<file path="src/rtl/cpu_trace_emitter.sv">
// cpu_trace_emitter
// Turns one CPU commit record into an ASCII trace line, one character per
// char_valid/char_ready handshake:
//   ^<time>@<pc>:$<reg><=<data>#   (register write)
//   ^<time>@<pc>:*<addr><=<data>#  (memory write)
// Build option: define CPU_TRACE_SPACE_EN to insert a space after ':',
// before '<' and after '=' (three extra characters per line).
//
// Handshake rules (both sides): a transfer happens on a rising edge where
// valid && ready are both high. The record side is ready only in IDLE. The
// character side holds char/char_valid stable until char_ready is seen, and
// char_valid stays high from '^' through '#' without gaps.
// dbg_state exposes the FSM state for checkers (IDLE encodes as 0).

module cpu_trace_emitter (
   input  logic        clk,
   input  logic        reset,
   input  logic        in_valid,
   output logic        in_ready,
   input  logic        in_kind,
   input  logic [15:0] in_time,
   input  logic [31:0] in_pc,
   input  logic [4:0]  in_reg,
   input  logic [31:0] in_addr,
   input  logic [31:0] in_data,
   output logic [7:0]  char,
   output logic        char_valid,
   input  logic        char_ready,
   output logic [15:0] rec_cnt,
   output logic [3:0]  dbg_state
);

   typedef enum logic [3:0] {
      S_IDLE  = 4'd0,
      S_CARET = 4'd1,
      S_TIME  = 4'd2,
      S_AT    = 4'd3,
      S_PC    = 4'd4,
      S_COLON = 4'd5,
      S_SP1   = 4'd6,
      S_KIND  = 4'd7,
      S_NUM   = 4'd8,
      S_SP2   = 4'd9,
      S_LT    = 4'd10,
      S_EQ    = 4'd11,
      S_SP3   = 4'd12,
      S_DATA  = 4'd13,
      S_HASH  = 4'd14
   } state_t;

   state_t      state;
   state_t      state_n;
   logic [3:0]  dig_idx;
   logic [3:0]  idx_n;
   logic        line_done;

   // captured record
   logic        r_kind;
   logic [15:0] r_time;
   logic [31:0] r_pc;
   logic [4:0]  r_reg;
   logic [31:0] r_addr;
   logic [31:0] r_data;

   // time formatting helpers
   logic [1:0]  t_skip;
   logic [1:0]  t_sel;
   logic [3:0]  t_nib;
   logic [3:0]  t_dig;
   logic        t_last;

   // register number formatting helpers
   logic [1:0]  reg_tens;
   logic [4:0]  reg_tens_x10;
   logic [4:0]  reg_ones;
   logic        reg_two;
   logic [7:0]  num_char;
   logic        num_last;

   // Hex digit of a 32-bit word, position 0 is the most significant nibble.
   function automatic logic [3:0] hex_nib(input logic [31:0] v, input logic [2:0] pos);
      logic [3:0] n;
      case (pos)
         3'd0:    n = v[31:28];
         3'd1:    n = v[27:24];
         3'd2:    n = v[23:20];
         3'd3:    n = v[19:16];
         3'd4:    n = v[15:12];
         3'd5:    n = v[11:8];
         3'd6:    n = v[7:4];
         default: n = v[3:0];
      endcase
      return n;
   endfunction

   // Lowercase ASCII for one hex nibble.
   function automatic logic [7:0] hex_char(input logic [3:0] n);
      logic [7:0] c;
      if (n < 4'd10) c = 8'h30 + {4'h0, n};
      else           c = 8'h57 + {4'h0, n};
      return c;
   endfunction

   // Leading-zero suppression for the BCD time: skip zero nibbles but always keep the last.
   always_comb begin
      if      (r_time[15:12] != 4'h0) t_skip = 2'd0;
      else if (r_time[11:8]  != 4'h0) t_skip = 2'd1;
      else if (r_time[7:4]   != 4'h0) t_skip = 2'd2;
      else                            t_skip = 2'd3;
      t_sel  = dig_idx[1:0] + t_skip;
      t_last = (dig_idx[1:0] == (2'd3 - t_skip));
      case (t_sel)
         2'd0:    t_nib = r_time[15:12];
         2'd1:    t_nib = r_time[11:8];
         2'd2:    t_nib = r_time[7:4];
         default: t_nib = r_time[3:0];
      endcase
      // non-decimal nibbles print as 9
      t_dig = (t_nib > 4'd9) ? 4'd9 : t_nib;
   end

   // Register number / address digit selection for the NUM field.
   always_comb begin
      if      (r_reg >= 5'd30) reg_tens = 2'd3;
      else if (r_reg >= 5'd20) reg_tens = 2'd2;
      else if (r_reg >= 5'd10) reg_tens = 2'd1;
      else                     reg_tens = 2'd0;
      case (reg_tens)
         2'd0:    reg_tens_x10 = 5'd0;
         2'd1:    reg_tens_x10 = 5'd10;
         2'd2:    reg_tens_x10 = 5'd20;
         default: reg_tens_x10 = 5'd30;
      endcase
      reg_ones = r_reg - reg_tens_x10;
      reg_two  = (r_reg >= 5'd10);
      if (r_kind) begin
         num_char = hex_char(hex_nib(r_addr, dig_idx[2:0]));
         num_last = (dig_idx == 4'd7);
      end else if (reg_two && dig_idx == 4'd0) begin
         num_char = 8'h30 + {6'b000000, reg_tens};
         num_last = 1'b0;
      end else begin
         num_char = 8'h30 + {3'b000, reg_ones};
         num_last = 1'b1;
      end
   end

   // Next-state and output decode: each state shows its character until it is accepted.
   always_comb begin
      state_n    = state;
      idx_n      = dig_idx;
      char       = 8'h00;
      char_valid = 1'b0;
      in_ready   = 1'b0;
      line_done  = 1'b0;
      case (state)
         S_IDLE: begin
            in_ready = 1'b1;
            if (in_valid) begin
               state_n = S_CARET;
               idx_n   = 4'd0;
            end
         end
         S_CARET: begin
            char       = 8'h5e;
            char_valid = 1'b1;
            if (char_ready) begin
               state_n = S_TIME;
               idx_n   = 4'd0;
            end
         end
         S_TIME: begin
            char       = 8'h30 + {4'h0, t_dig};
            char_valid = 1'b1;
            if (char_ready) begin
               if (t_last) begin
                  state_n = S_AT;
                  idx_n   = 4'd0;
               end else begin
                  idx_n = dig_idx + 4'd1;
               end
            end
         end
         S_AT: begin
            char       = 8'h40;
            char_valid = 1'b1;
            if (char_ready) begin
               state_n = S_PC;
               idx_n   = 4'd0;
            end
         end
         S_PC: begin
            char       = hex_char(hex_nib(r_pc, dig_idx[2:0]));
            char_valid = 1'b1;
            if (char_ready) begin
               if (dig_idx == 4'd7) begin
                  state_n = S_COLON;
                  idx_n   = 4'd0;
               end else begin
                  idx_n = dig_idx + 4'd1;
               end
            end
         end
         S_COLON: begin
            char       = 8'h3a;
            char_valid = 1'b1;
            if (char_ready) begin
`ifdef CPU_TRACE_SPACE_EN
               state_n = S_SP1;
`else
               state_n = S_KIND;
`endif
            end
         end
         S_SP1: begin
            char       = 8'h20;
            char_valid = 1'b1;
            if (char_ready) state_n = S_KIND;
         end
         S_KIND: begin
            char       = r_kind ? 8'h2a : 8'h24;
            char_valid = 1'b1;
            if (char_ready) begin
               state_n = S_NUM;
               idx_n   = 4'd0;
            end
         end
         S_NUM: begin
            char       = num_char;
            char_valid = 1'b1;
            if (char_ready) begin
               if (num_last) begin
`ifdef CPU_TRACE_SPACE_EN
                  state_n = S_SP2;
`else
                  state_n = S_LT;
`endif
                  idx_n   = 4'd0;
               end else begin
                  idx_n = dig_idx + 4'd1;
               end
            end
         end
         S_SP2: begin
            char       = 8'h20;
            char_valid = 1'b1;
            if (char_ready) state_n = S_LT;
         end
         S_LT: begin
            char       = 8'h3c;
            char_valid = 1'b1;
            if (char_ready) state_n = S_EQ;
         end
         S_EQ: begin
            char       = 8'h3d;
            char_valid = 1'b1;
            if (char_ready) begin
`ifdef CPU_TRACE_SPACE_EN
               state_n = S_SP3;
`else
               state_n = S_DATA;
`endif
               idx_n   = 4'd0;
            end
         end
         S_SP3: begin
            char       = 8'h20;
            char_valid = 1'b1;
            if (char_ready) begin
               state_n = S_DATA;
               idx_n   = 4'd0;
            end
         end
         S_DATA: begin
            char       = hex_char(hex_nib(r_data, dig_idx[2:0]));
            char_valid = 1'b1;
            if (char_ready) begin
               if (dig_idx == 4'd7) begin
                  state_n = S_HASH;
                  idx_n   = 4'd0;
               end else begin
                  idx_n = dig_idx + 4'd1;
               end
            end
         end
         S_HASH: begin
            char       = 8'h23;
            char_valid = 1'b1;
            if (char_ready) begin
               state_n   = S_IDLE;
               idx_n     = 4'd0;
               line_done = 1'b1;
            end
         end
         default: begin
            state_n = S_IDLE;
            idx_n   = 4'd0;
         end
      endcase
   end

   // State, digit index and completed-line counter.
   always_ff @(posedge clk or posedge reset) begin
      if (reset) begin
         state   <= S_IDLE;
         dig_idx <= 4'd0;
         rec_cnt <= 16'h0000;
      end else begin
         state   <= state_n;
         dig_idx <= idx_n;
         if (line_done) rec_cnt <= rec_cnt + 16'h0001;
      end
   end

   // Record capture on acceptance; the fields stay frozen for the whole line.
   always_ff @(posedge clk or posedge reset) begin
      if (reset) begin
         r_kind <= 1'b0;
         r_time <= 16'h0000;
         r_pc   <= 32'h0000_0000;
         r_reg  <= 5'd0;
         r_addr <= 32'h0000_0000;
         r_data <= 32'h0000_0000;
      end else if (state == S_IDLE && in_valid) begin
         r_kind <= in_kind;
         r_time <= in_time;
         r_pc   <= in_pc;
         r_reg  <= in_reg;
         r_addr <= in_addr;
         r_data <= in_data;
      end
   end

   assign dbg_state = state;

endmodule

</file>
<file path="config.mk">
export PLATFORM = sky130hd
export DESIGN_NAME = cpu_trace_emitter
export DESIGN_NICKNAME = d
export VERILOG_FILES = /design/src/rtl/cpu_trace_emitter.sv
export SDC_FILE = /design/constraint.sdc
export NUM_CORES = 1
export LEC_CHECK = 0
export ABC_CLOCK_PERIOD_IN_PS = 5000
export BUFFER_PORTS_ARGS = -buffer_cell sky130_fd_sc_hd__buf_4
export CELL_PAD_IN_SITES_DETAIL_PLACEMENT = 1
export CELL_PAD_IN_SITES_GLOBAL_PLACEMENT = 1
export CORE_UTILIZATION = 43
export CTS_CLUSTER_SIZE = 20
export DETAILED_ROUTE_END_ITERATION = 10
export PLACE_DENSITY_LB_ADDON = 0.2
export SLEW_MARGIN = 10
export SYNTH_ARGS = -nofsm -noshare
export SYNTH_HDL_FRONTEND = slang
export SYNTH_SLANG_ARGS = --single-unit
</file>
<file path="constraint.sdc">
create_clock -name clk -period 5 [get_ports clk]
set_input_delay 0.5 -clock clk [delete_from_list [all_inputs] [get_ports clk]]
set_output_delay 0.5 -clock clk [all_outputs]
set_load 0.1 [all_outputs]
</file>
Word level (Yosys, flattened, before mapping)
Cells that the tools add are included.
Widths: inputs -> output; s select.
{"block": "classes", "n_addsub": 14, "n_lt_le_gt_ge": 7, "n_bitwise": 1, "n_eq_ne": 45, "n_div": 0, "n_reduce_logical": 19, "muxes": 54, "multipliers": 0, "n_shift": 0}
{"cell": "$mux 4", "n": 29}
{"cell": "$pmux 8 s12", "n": 1}
{"cell": "$pmux 4 s7", "n": 3}
{"cell": "$pmux 4 s13", "n": 1}
{"cell": "$mux 8", "n": 4}
{"cell": "$ne 2x2->1 const B", "n": 15}
{"cell": "$add 6x4->7 const A", "n": 4}
{"cell": "$eq 4x4->1 const B", "n": 7}
{"cell": "$add 7x4->8 const A", "n": 3}
{"cell": "$pmux 4 s6", "n": 1}
{"cell": "$eq 4x3->1 const B", "n": 5}
{"cell": "$reduce_and 17->1", "n": 1}
{"cell": "$add 16x1->16 const B", "n": 1}
{"cell": "$pmux 5 s3", "n": 1}
{"cell": "$reduce_or 14->1", "n": 1}
{"cell": "$lt 4x4->1 const B", "n": 3}
{"cell": "$pmux 4 s3", "n": 1}
{"cell": "$reduce_bool 4->1", "n": 3}
{"cell": "$ge 5x5->1 const B", "n": 2}
{"cell": "$eq 3x3->1 const B", "n": 3}
{"cell": "$eq 4x2->1 const B", "n": 2}
{"cell": "$logic_not 4->1", "n": 2}
{"cell": "$mux 1", "n": 8}
{"cell": "$mux 2", "n": 4}
{"cell": "other kinds (25)", "n": 35}
{"block": "totals", "rom_bits": 0, "regBits": 142, "input_bits": 122, "latch_bits": 0, "wordCells": 149, "memories": 0, "ramBits": 0}

Depth between registers and ports, before layout
Gate-level depths: netlist of the first run.
{"block": "logic_depth", "ltp_word": 11, "mapped_depth": 15}

Worst setup path before layout of the first run
OpenSTA, ideal clock, no wires.
{"block": "synth_path", "path_type": "register to output", "start": "reg state[0], in the netlist dbg_state[0]", "end": "out char_valid", "path_stages_with_launch": 4, "required_ns": 4.500, "arrival_time_ns": 5.991, "slack_ns": -1.491, "cell_sequence": "dfrtp_1 clkbuf_1 nor4_1 nor2_1"}
{"block": "synth_between", "elab_chain_len": 3, "word_cells_on_any_way": 16, "cone_classes": "eq/ne (14); mux (1); reduce/logical (1)"}
{"element": "start: declaration", "line_no": "51", "source": "state_t state;"}
{"element": "start signal: assignment", "line_no": "309", "source": "state <= state_n;"}
{"element": "$eq 4x4->1, or another cell as far along", "line_no": "156", "source": "case (state)"}
{"element": "$reduce_or 14->1 (no line) *"}
{"element": "$mux 1 *", "line_no": "156"}
{"element": "end: declaration", "line_no": "27", "source": "output logic char_valid,"}
Every way passes the cells marked *; elsewhere a longest branch is shown, timed or not.

Worst setup path after layout of the first run
{"block": "layout_path", "start": "reg r_time[8]", "end": "out char[0]"}
{"block": "layout_between", "elab_chain_len": 10, "word_cells_on_any_way": 12, "cone_classes": "add/sub (2); order compare (1); eq/ne (2); mux (5); reduce/logical (2)"}
{"element": "start: declaration", "line_no": "59", "source": "logic [15:0] r_time;"}
{"element": "start signal: assignment", "line_no": "326", "source": "r_time <= in_time;"}
{"element": "$reduce_bool 4->1", "line_no": "107", "source": "else if (r_time[11:8] != 4'h0) t_skip = 2'd1;"}
{"element": "$mux 2", "line_no": "107"}
{"element": "$mux 2", "line_no": "106", "source": "if (r_time[15:12] != 4'h0) t_skip = 2'd0;"}
{"element": "$add 2x2->2", "line_no": "110", "source": "t_sel = dig_idx[1:0] + t_skip;"}
{"element": "$eq 2x2->1, or another cell as far along", "line_no": "112", "source": "case (t_sel)"}
{"element": "$pmux 4 s3 *", "line_no": "112"}
{"element": "$gt 4x4->1", "line_no": "119", "source": "t_dig = (t_nib > 4'd9) ? 4'd9 : t_nib;"}
{"element": "$mux 4 *", "line_no": "119"}
{"element": "$add 6x4->7 *", "line_no": "173", "source": "char = 8'h30 + {4'h0, t_dig};"}
{"element": "$pmux 8 s12 *", "line_no": "156"}
{"element": "end: declaration", "line_no": "26", "source": "output logic [7:0] char,"}
Marks and branches as above.

==> run_results.csv, run 1 <==
group,metric,value,unit
die,die_w,132,um
synthesis,synth_area_leader_cell,"dfrtp_1",
die,core-area,16600,sq um
setup_path,cp_num_buf_inv,1,
die,ios,152,
setup_path,critPathMaxStageDelay,0.65,ns
setup_path,cp_cell_sequence,"or4_1, nor2_1, nor2_1, ha_1, xnor2_1, o21ai_1, a32oi_1, a22oi_1, o211ai_2, o211ai_1, a211o_1, buf_4",
synthesis,synth-main-ff-cell,"dfrtp_1",
final_layout,antenna_cells,0,
synthesis,synth_area_leaders,"dfrtp_1 49%, mux2_2 20%, ha_1 2.2%, a21oi_1 2.1%, nand2_1 1.9%",
sta,setup-tns-final,0,ns
run_status,outcome,"finished clean",
global_route,grt_pass1_vias,6216,
placed_design,dp.cells,970,
clock_tree,clkSinkCount,142,
clock_tree,cts_tree,"done",
setup_path,crit_path_start_kind,"flop",
global_route,grt_max_degree,95,
power,power_switching,2930,uW
synthesis,ys_types,66,
sta,setup_violations,0,
synthesis,syn_inst,635,
final_layout,fillCellCount,1771,
power,pwr-share-comb,48.4,%
synthesis,async_reset_ff_share,100,%
power,powerDensity,712,nW/um^2
power,intPower,3610,uW
setup_path,critPathMaxFanout,11,
setup_path,worstPathArrival,4.12,ns
setup_path,crit_family,"compound AO/OA/AOI/OAI gates",
routing,routed_wl,20500,um
sta,period_share,92.4,%
routing,drt_iter0_markers,284,
global_route,antenna_found_initial,0,
sta,worst_slew_pin_slew,0.913,ns
power,vdd_drop_max,0.000876,V
routing,wl_per_cell,20.4,um
synthesis,avgSynthCellArea,11.5,sq um
power,swShare,44.8,%
final_layout,drive_gt1_share,42.2,%
routing,drtAntennaViolNets,0,
clock_tree,clkTransAtPathRegs,0.07,ns
final_layout,final_nets,905,
synthesis,synth-edff-count,0,
final_layout,fin_cells,1002,
routing,drc_errors,0,
final_layout,top_regs,"r_addr (32), r_data (32), r_pc (32)",
die,fp-row-count,47,
die,initial_core_util,44.1,%
sta,clock_skew,0.0122,ns
routing,first_pass_iters,5,
synthesis,yosys_register_bits,142,
global_route,grt_pass1_wl,33300,um
sta,fin_crit,4.62,ns
sta,slew_headroom,39.1,%
worst_hold_path,hold_path.class,"in2async",
placed_design,routabilityCongestion,0.851,
clock_tree,insertion_delay,0.43,ns
placed_design,place_hpwl,14700,um
clock_tree,cts.path.max_buffers,2,
clock_tree,cts_buffers,17,
power,leakagePower,0.00419,uW
placed_design,port_buffers,150,
clock_tree,htreeDepth,4,
final_layout,fin_util,55.4,%
final_layout,syn_to_final_growth,25.8,%
power,p_clk_share,19.4,%
synthesis,yosysTopAreaCellShare,48.6,%
setup_path,crit_slowest_cell,"or4_1",
routing,vias,5684,
synthesis,post-synth-top-count-cell,"dfrtp_1",
synthesis,syn_nets,771,
flow_run,maxCapViolations,0,
power,pwr-share-seq,32.1,%
sta,fmax,0.216,GHz
setup_path,path_class,"reg2out",
clock_tree,root_buffer,"clkbuf_16",
sta,grt_setup_unrepaired,"no",
global_route,grt_overflow,0,
clock_tree,hold_buffers,0,
synthesis,syn_area,7310,sq um
sta,hold_viol_final,0,
synthesis,synth-seq-area-share,48.6,%
die,die_area,17500,sq um
die,die_h,132,um
synthesis,yosys_warnings,0,
setup_path,cpMostUsedCell,"nor2_1",
global_route,track_usage,24.7,%
setup_path,worst_ep_required_time,4.50,ns
routing,vias_per_cell,5.67,
setup_path,critical_path.endpoint_type,"primary output",
synthesis,synth_commonest_cells,"142 x dfrtp_1, 130 x mux2_2, 37 x nand2_1",
sta,drv_slew,0,
[power groups by stage]
stage	logic (uW)	registers (uW)	clock network, uW
floorplan	2360	2050	0
global placement	3040	2060	0
detailed placement	3160	2110	0
CTS	3200	2100	1290
global route	3430	2170	1340
finish	3170	2100	1270
[repair_timing]
action	CTS	global route
gates resized for setup	0	1
endpoints found under the setup margin	0	2
buffers inserted	0	0
[worst paths after layout]
path                             start  cells past startpoint  slack [ns]      endpoint
hold / removal                   reset                      2        0.26    r_data[13]
setup reg to reg             r_time[8]                      9        1.79  dbg_state[3]
min in group clk             in_pc[12]                      2        0.29      r_pc[12]
max in group asynchronous        reset                      3        3.55       r_pc[1]
setup / recovery             r_time[8]                     12        0.38       char[0]
hold reg to reg            rec_cnt[15]                      1        0.48   rec_cnt[15]
[area by class of cell]
cell class / count / area, sq um / share of cell area (%)
repair buffers: 157 / 1180 / 12.8
well taps: 220 / 275 / 2.99
inverters: 18 / 72.6 / 0.790
flip-flops and latches: 142 / 3550 / 38.7
multi-input cells: 433 / 3520 / 38.3
clock buffers: 17 / 425 / 4.63
clock inverters: 15 / 165 / 1.80
[per-stage QoR]
| stage | setup WS (ns) | hold WS (ns) | cell area (sq um) | power (uW) |
|---|---|---|---|---|
| after global placement | 0.872 | 0.462 | 8600 | 5100 |
| after floorplan | 0.364 | 0.474 | 7310 | 4410 |
| after global routing | 0.0671 | 0.284 | 9190 | 6950 |
| final | 0.380 | 0.255 | 9190 | 6550 |
| after detailed placement | 0.620 | 0.477 | 8600 | 5270 |
| after CTS | 0.202 | 0.281 | 9190 | 6590 |
[per-layer routing]
metal	track usage (%)	wire length, um	up-vias
li1	-	-	2616
met1	31.5	8970	2884
met2	41.6	10300	150
met3	5.54	830	34
met4	7.98	370	0
met5	0	0	-
[cells in the final DEF, fill, tap and decap left out, drive strengths merged, types with 8 or more instances in the layout]
master | Yosys | layout
inv | 18 | 28
a22oi | 13 | 13
buf | 15 | 157
xnor2 | 15 | 15
o211ai | 10 | 10
mux2 | 131 | 131
nor3 | 8 | 8
a21oi | 30 | 30
a221oi | 8 | 8
nor2 | 25 | 25
nand3 | 12 | 12
dfrtp | 142 | 142
o21ai | 17 | 17
nand2 | 37 | 37
clkbuf | 27 | 17
ha | 13 | 13
[kinds of logic (layout without fill, tap and decap cells)]
group	Yosys count	in the layout	synth area share, %
flip-flops	142	142	48.6
AO/OA/AOI/OAI	137	137	13.6
multiplexers	135	135	20.7
AND/OR/NAND/NOR	123	123	8.32
buffers and inverters	60	207	3.42
XOR/XNOR	22	22	2.64
adder cells (fa/ha/maj)	15	15	2.64
other	1	1	0.0513
Note: power is estimated with default switching activity, not from simulation.
==> inputs of run 2 (changes only) <==
==> constraint.sdc (replaced) <==
create_clock -name clk -period 5 [get_ports clk]
set_input_delay 1 -clock clk [delete_from_list [all_inputs] [get_ports clk]]
set_output_delay 1 -clock clk [all_outputs]
set_load 0.1 [all_outputs]
==> run_results.csv, run 2 (same netlist as run 1, synthesis figures left out) <==
group,metric,value,unit
clock_tree,clkSinkCount,142,
sta,grt_setup_unrepaired,"yes",
sta,period_share,97.1,%
global_route,grt_pass1_vias,6183,
die,initial_core_util,44.1,%
sta,worst_slew_pin_slew,0.964,ns
placed_design,place_hpwl,14900,um
global_route,antenna_found_initial,0,
setup_path,critPathMaxFanout,7,
power,powerDensity,711,nW/um^2
placed_design,routabilityCongestion,0.827,
routing,wl_met1,8730,um
placed_design,post-place-ws,0.490,ns
clock_tree,cts_resized,0,
flow_run,maxCapViolations,0,
setup_path,critPathMaxStageDelay,0.65,ns
die,die_w,132,um
setup_path,cp_cell_sequence,"or4_1, nor2_1, nor2_1, ha_1, xnor2_2, or3_1, a32oi_1, a22oi_1, o211ai_2, o211ai_1, a211o_1, buf_4",
routing,met3_length,1060,um
run_status,outcome,"finished clean",
sta,slew_headroom,35.7,%
final_layout,mostFrequentLayoutCell,"buf_4",
power,vdd_drop_max,0.000724,V
routing,top_layer_used,"met4",
clock_tree,hold_buffers,0,
power,leakagePower,0.00421,uW
sta,hold_viol_final,0,
clock_tree,root_buffer,"clkbuf_16",
global_route,track_usage,24.4,%
setup_path,crit_slowest_cell,"or4_1",
clock_tree,cts_tree,"done",
routing,routed_wl,20200,um
sta,clock_skew,0.0101,ns
clock_tree,post_cts_buffers,0,
setup_path,cpMostUsedCell,"nor2_1",
routing,vias_per_cell,5.60,
final_layout,syn_to_final_growth,26.9,%
setup_path,path_depth,12,
clock_tree,clkTransAtPathRegs,0.06,ns
sta,hold_slack,0.488,ns
global_route,grt_max_degree,105,
clock_tree,cts.path.max_buffers,2,
die,ios,152,
global_route,grt_pass1_wl,33200,um
final_layout,top_regs,"r_addr (32), r_data (32), r_pc (32)",
routing,route.met2.wl,10100,um
routing,first_pass_iters,5,
final_layout,final_nets,910,
routing,drc_errors,0,
sta,setup_violations,0,
final_layout,antenna_cells,0,
final_layout,drive_gt1_share,43.5,%
final_layout,final_cell_mix,"162 x buf_4, 142 x dfrtp_1, 130 x mux2_2",
die,die_h,132,um
setup_path,critical_path.endpoint_type,"primary output",
setup_path,worst_ep_required_time,4.00,ns
worst_hold_path,hold_path.class,"reg2reg",
setup_path,crit_family,"simple AND/OR/NAND/NOR gates",
sta,layout_setup_ws,0.144,ns
routing,vias,5643,
clock_tree,htreeDepth,4,
sta,fmax,0.206,GHz
setup_path,cp_num_buf_inv,1,
setup_path,worstPathArrival,3.86,ns
die,core-area,16600,sq um
power,power,6590,uW
clock_tree,cts_buffers,17,
sta,fin_crit,4.86,ns
setup_path,path_class,"reg2out",
setup_path,reg2reg_depth,9,
setup_path,crit_path_start_kind,"flop",
routing,wl_per_cell,20.1,um
sta,setup-tns-final,0,ns
routing,drt_iter0_markers,267,
global_route,grt_overflow,0,
final_layout,fillCellCount,1754,
sta,drv_slew,0,
placed_design,port_buffers,150,
worst_hold_path,holdPathStages,1,
die,die_area,17500,sq um
routing,drtAntennaViolNets,0,
clock_tree,insertion_delay,0.43,ns
die,fp-row-count,47,
==> run 2: layout make-up <==
type,count,area [sq um],area share (%)
Multi-Input combinational cell,433,3570,38.5
Sequential cell,142,3550,38.3
Timing Repair Buffer,162,1220,13.1
Clock buffer,18,439,4.74
Tap cell,220,275,2.97
Clock inverter,14,146,1.58
Inverter,18,72.6,0.783
==> run 2: final timing paths <==
kind | start | end | slack (ns)
min in group asynchronous | reset | r_data[9] | 0.74
min | rec_cnt[15] | rec_cnt[15] | 0.49
max | r_time[8] | char[0] | 0.14
max in group asynchronous | reset | dbg_state[3] | 3.18
min reg2reg | rec_cnt[15] | rec_cnt[15] | 0.49
max reg2reg | r_time[8] | dbg_state[3] | 1.64
==> run 2: stage by stage <==
| stage | utilization, % | cell area, sq um | instances |
|---|---|---|---|
| 6_report | 55.9 | 9270 | 1007 |
| 3_3_place_gp | 52.1 | 8640 | 975 |
| 4_1_cts | 55.7 | 9230 | 1007 |
| 2_1_floorplan | - | 7320 | 635 |
| 3_5_place_dp | 52.1 | 8640 | 975 |
| 5_1_grt | 55.9 | 9270 | 1007 |
==> run 2: power breakdown <==
group | internal [uW] | total [uW] | switching, uW
combinational | 1290 | 3220 | 1930
clock | 716 | 1270 | 554
sequential | 1660 | 2100 | 448
==> run 2: layer usage <==
layer,GRT usage (%),vias up
met3,7.46,24
met4,6.64,0
met2,41.0,134
li1,-,2636
met1,30.4,2849
met5,0,-
==> inputs of run 3 (changes only) <==
BUFFER_PORTS_ARGS = not set   (was -buffer_cell sky130_fd_sc_hd__buf_4)
CORE_MARGIN = 4   (was not set)
CORE_UTILIZATION = 50   (was 43)
DONT_BUFFER_PORTS = 1   (was not set)
==> run_results.csv, run 3 (same netlist as run 1, synthesis figures left out) <==
group,metric,value,unit
power,leakagePower,0.00361,uW
clock_tree,htreeDepth,4,
sta,hold_viol_final,0,
routing,first_pass_iters,5,
power,pwr-share-comb,48.3,%
sta,hold_slack,0.504,ns
sta,grt_setup_unrepaired,"no",
sta,slew_headroom,32.5,%
placed_design,place_area,7660,sq um
setup_path,critPathMaxFanout,11,
clock_tree,clkTransAtPathRegs,0.06,ns
routing,vias,5203,
power,powerDensity,817,nW/um^2
final_layout,fin_util,59.2,%
global_route,grt_pass1_vias,5915,
global_route,track_usage,25.7,%
power,vdd_drop_max,0.000532,V
flow_run,maxCapViolations,0,
power,power,6810,uW
global_route,antenna_found_initial,3,
routing,wl_per_cell,24.4,um
clock_tree,root_buffer,"clkbuf_16",
final_layout,drive_gt1_share,31.4,%
final_layout,top_regs,"r_addr (32), r_data (32), r_pc (32)",
setup_path,critical_path.endpoint_type,"primary output",
setup_path,worst_ep_required_time,4.00,ns
setup_path,worstPathArrival,3.76,ns
final_layout,syn_to_final_growth,14.2,%
setup_path,path_class,"reg2out",
die,initial_core_util,51.8,%
routing,drtAntennaViolNets,0,
power,power_switching,2920,uW
sta,setup_violations,0,
power,pwr-share-seq,31.5,%
sta,setup-tns-final,0,ns
placed_design,port_buffers,0,
clock_tree,cts_tree,"done",
final_layout,fillCellCount,1418,
die,die_area,16600,sq um
clock_tree,cts_buffers,17,
routing,vias_per_cell,6.29,
die,fp-row-count,43,
global_route,grt_pass1_wl,32900,um
sta,worst_slew_pin_slew,1.01,ns
sta,clock_skew,0.00808,ns
die,die_w,129,um
global_route,grt_overflow,0,
power,swShare,42.9,%
routing,drt_iter0_markers,292,
placed_design,routabilityCongestion,0.868,
run_status,outcome,"finished clean",
die,die_h,129,um
sta,fmax,0.210,GHz
power,p_clk_share,20.3,%
final_layout,mostFrequentLayoutCell,"dfrtp_1",
global_route,grt_max_degree,107,
die,core-area,14100,sq um
final_layout,final_cell_mix,"142 x dfrtp_1, 130 x mux2_2, 36 x nand2_1",
routing,routed_wl,20100,um
clock_tree,clkSinkCount,142,
sta,drv_slew,0,
clock_tree,post_cts_buffers,0,
clock_tree,cts.path.max_buffers,2,
final_layout,final_nets,771,
placed_design,place_hpwl,14300,um
worst_hold_path,hold_path.class,"reg2reg",
sta,fin_crit,4.76,ns
clock_tree,insertion_delay,0.43,ns
setup_path,crit_path_start_kind,"flop",
routing,drc_errors,0,
sta,period_share,95.2,%
power,intPower,3890,uW
die,ios,152,
final_layout,postLayoutCellArea,8340,sq um
final_layout,antenna_cells,0,
==> run 3: cell types whose count changed in the layout (fill, tap and decap cells not counted), moves of 3 or more <==
cell       before  now
buf_12          0    6
buf_4         162   16
bufinv_16       1    4
inv_6           7    4
inv_8           3    0
==> run 3: layer usage <==
layer	global-route usage, %	vias to the layer above	part of all wire, %
li1	-	2354	-
met5	0	-	0.17
met2	44.4	153	52
met4	7.66	6	1.7
met1	30.0	2654	39
met3	9.17	36	6.9
==> run 3: final timing paths <==
| kind | startpoint | to | slack, ns | depth (start not counted) |
|---|---|---|---|---|
| setup / recovery | r_time[8] | char[0] | 0.24 | 12 |
| hold / removal | r_pc[28] | r_pc[28] | 0.50 | 1 |
| setup reg to reg | r_time[8] | dbg_state[3] | 1.77 | 9 |
| hold reg to reg | r_pc[28] | r_pc[28] | 0.50 | 1 |
| max in group asynchronous | reset | r_data[22] | 3.28 | 2 |
| min in group asynchronous | reset | r_data[31] | 0.63 | 1 |
==> run 3: area by class of cell <==
type                       instances  area (sq um)  area share [%]
timing repair buffer              23           268            3.21
multi-input combinational        433          3580            42.9
inverter                          18          72.6           0.870
sequential                       142          3550            42.6
clock buffer                      20           467            5.59
clock inverter                    11           179            2.14
tap                              180           225            2.70
==> run 3: power groups by stage <==
stage | clock, uW | combinational, uW | sequential (uW)
floorplan | 0 | 2370 | 2050
global placement | 0 | 3120 | 2100
detailed placement | 0 | 3240 | 2140
CTS | 1400 | 3290 | 2140
global route | 1460 | 3560 | 2210
finish | 1380 | 3290 | 2140
==> run 3: repair_timing <==
action                     CTS  global route
hold buffers                 0             0
gates resized for setup      1             5
setup endpoints to repair    2             4
cloned                       0             0
==> run 3: per-stage QoR <==
stage          worst slack (ns)  instances
3_5_place_dp              0.412        796
5_1_grt                  0.0112        827
4_1_cts                  0.0257        827
2_1_floorplan           0.00973        635
6_report                  0.239        827
3_3_place_gp              0.473        796
==> run 3: critical path, stage by stage, from the launching register on <==
cell	delay, ns
dfrtp_1	0.39
or4_1	0.63
nor2_1	0.16
nor2_1	0.06
ha_1	0.24
xnor2_4	0.19
or3_1	0.43
a32oi_1	0.23
a22oi_1	0.15
o211ai_2	0.19
o211ai_1	0.13
a211o_1	0.35
buf_12	0.19
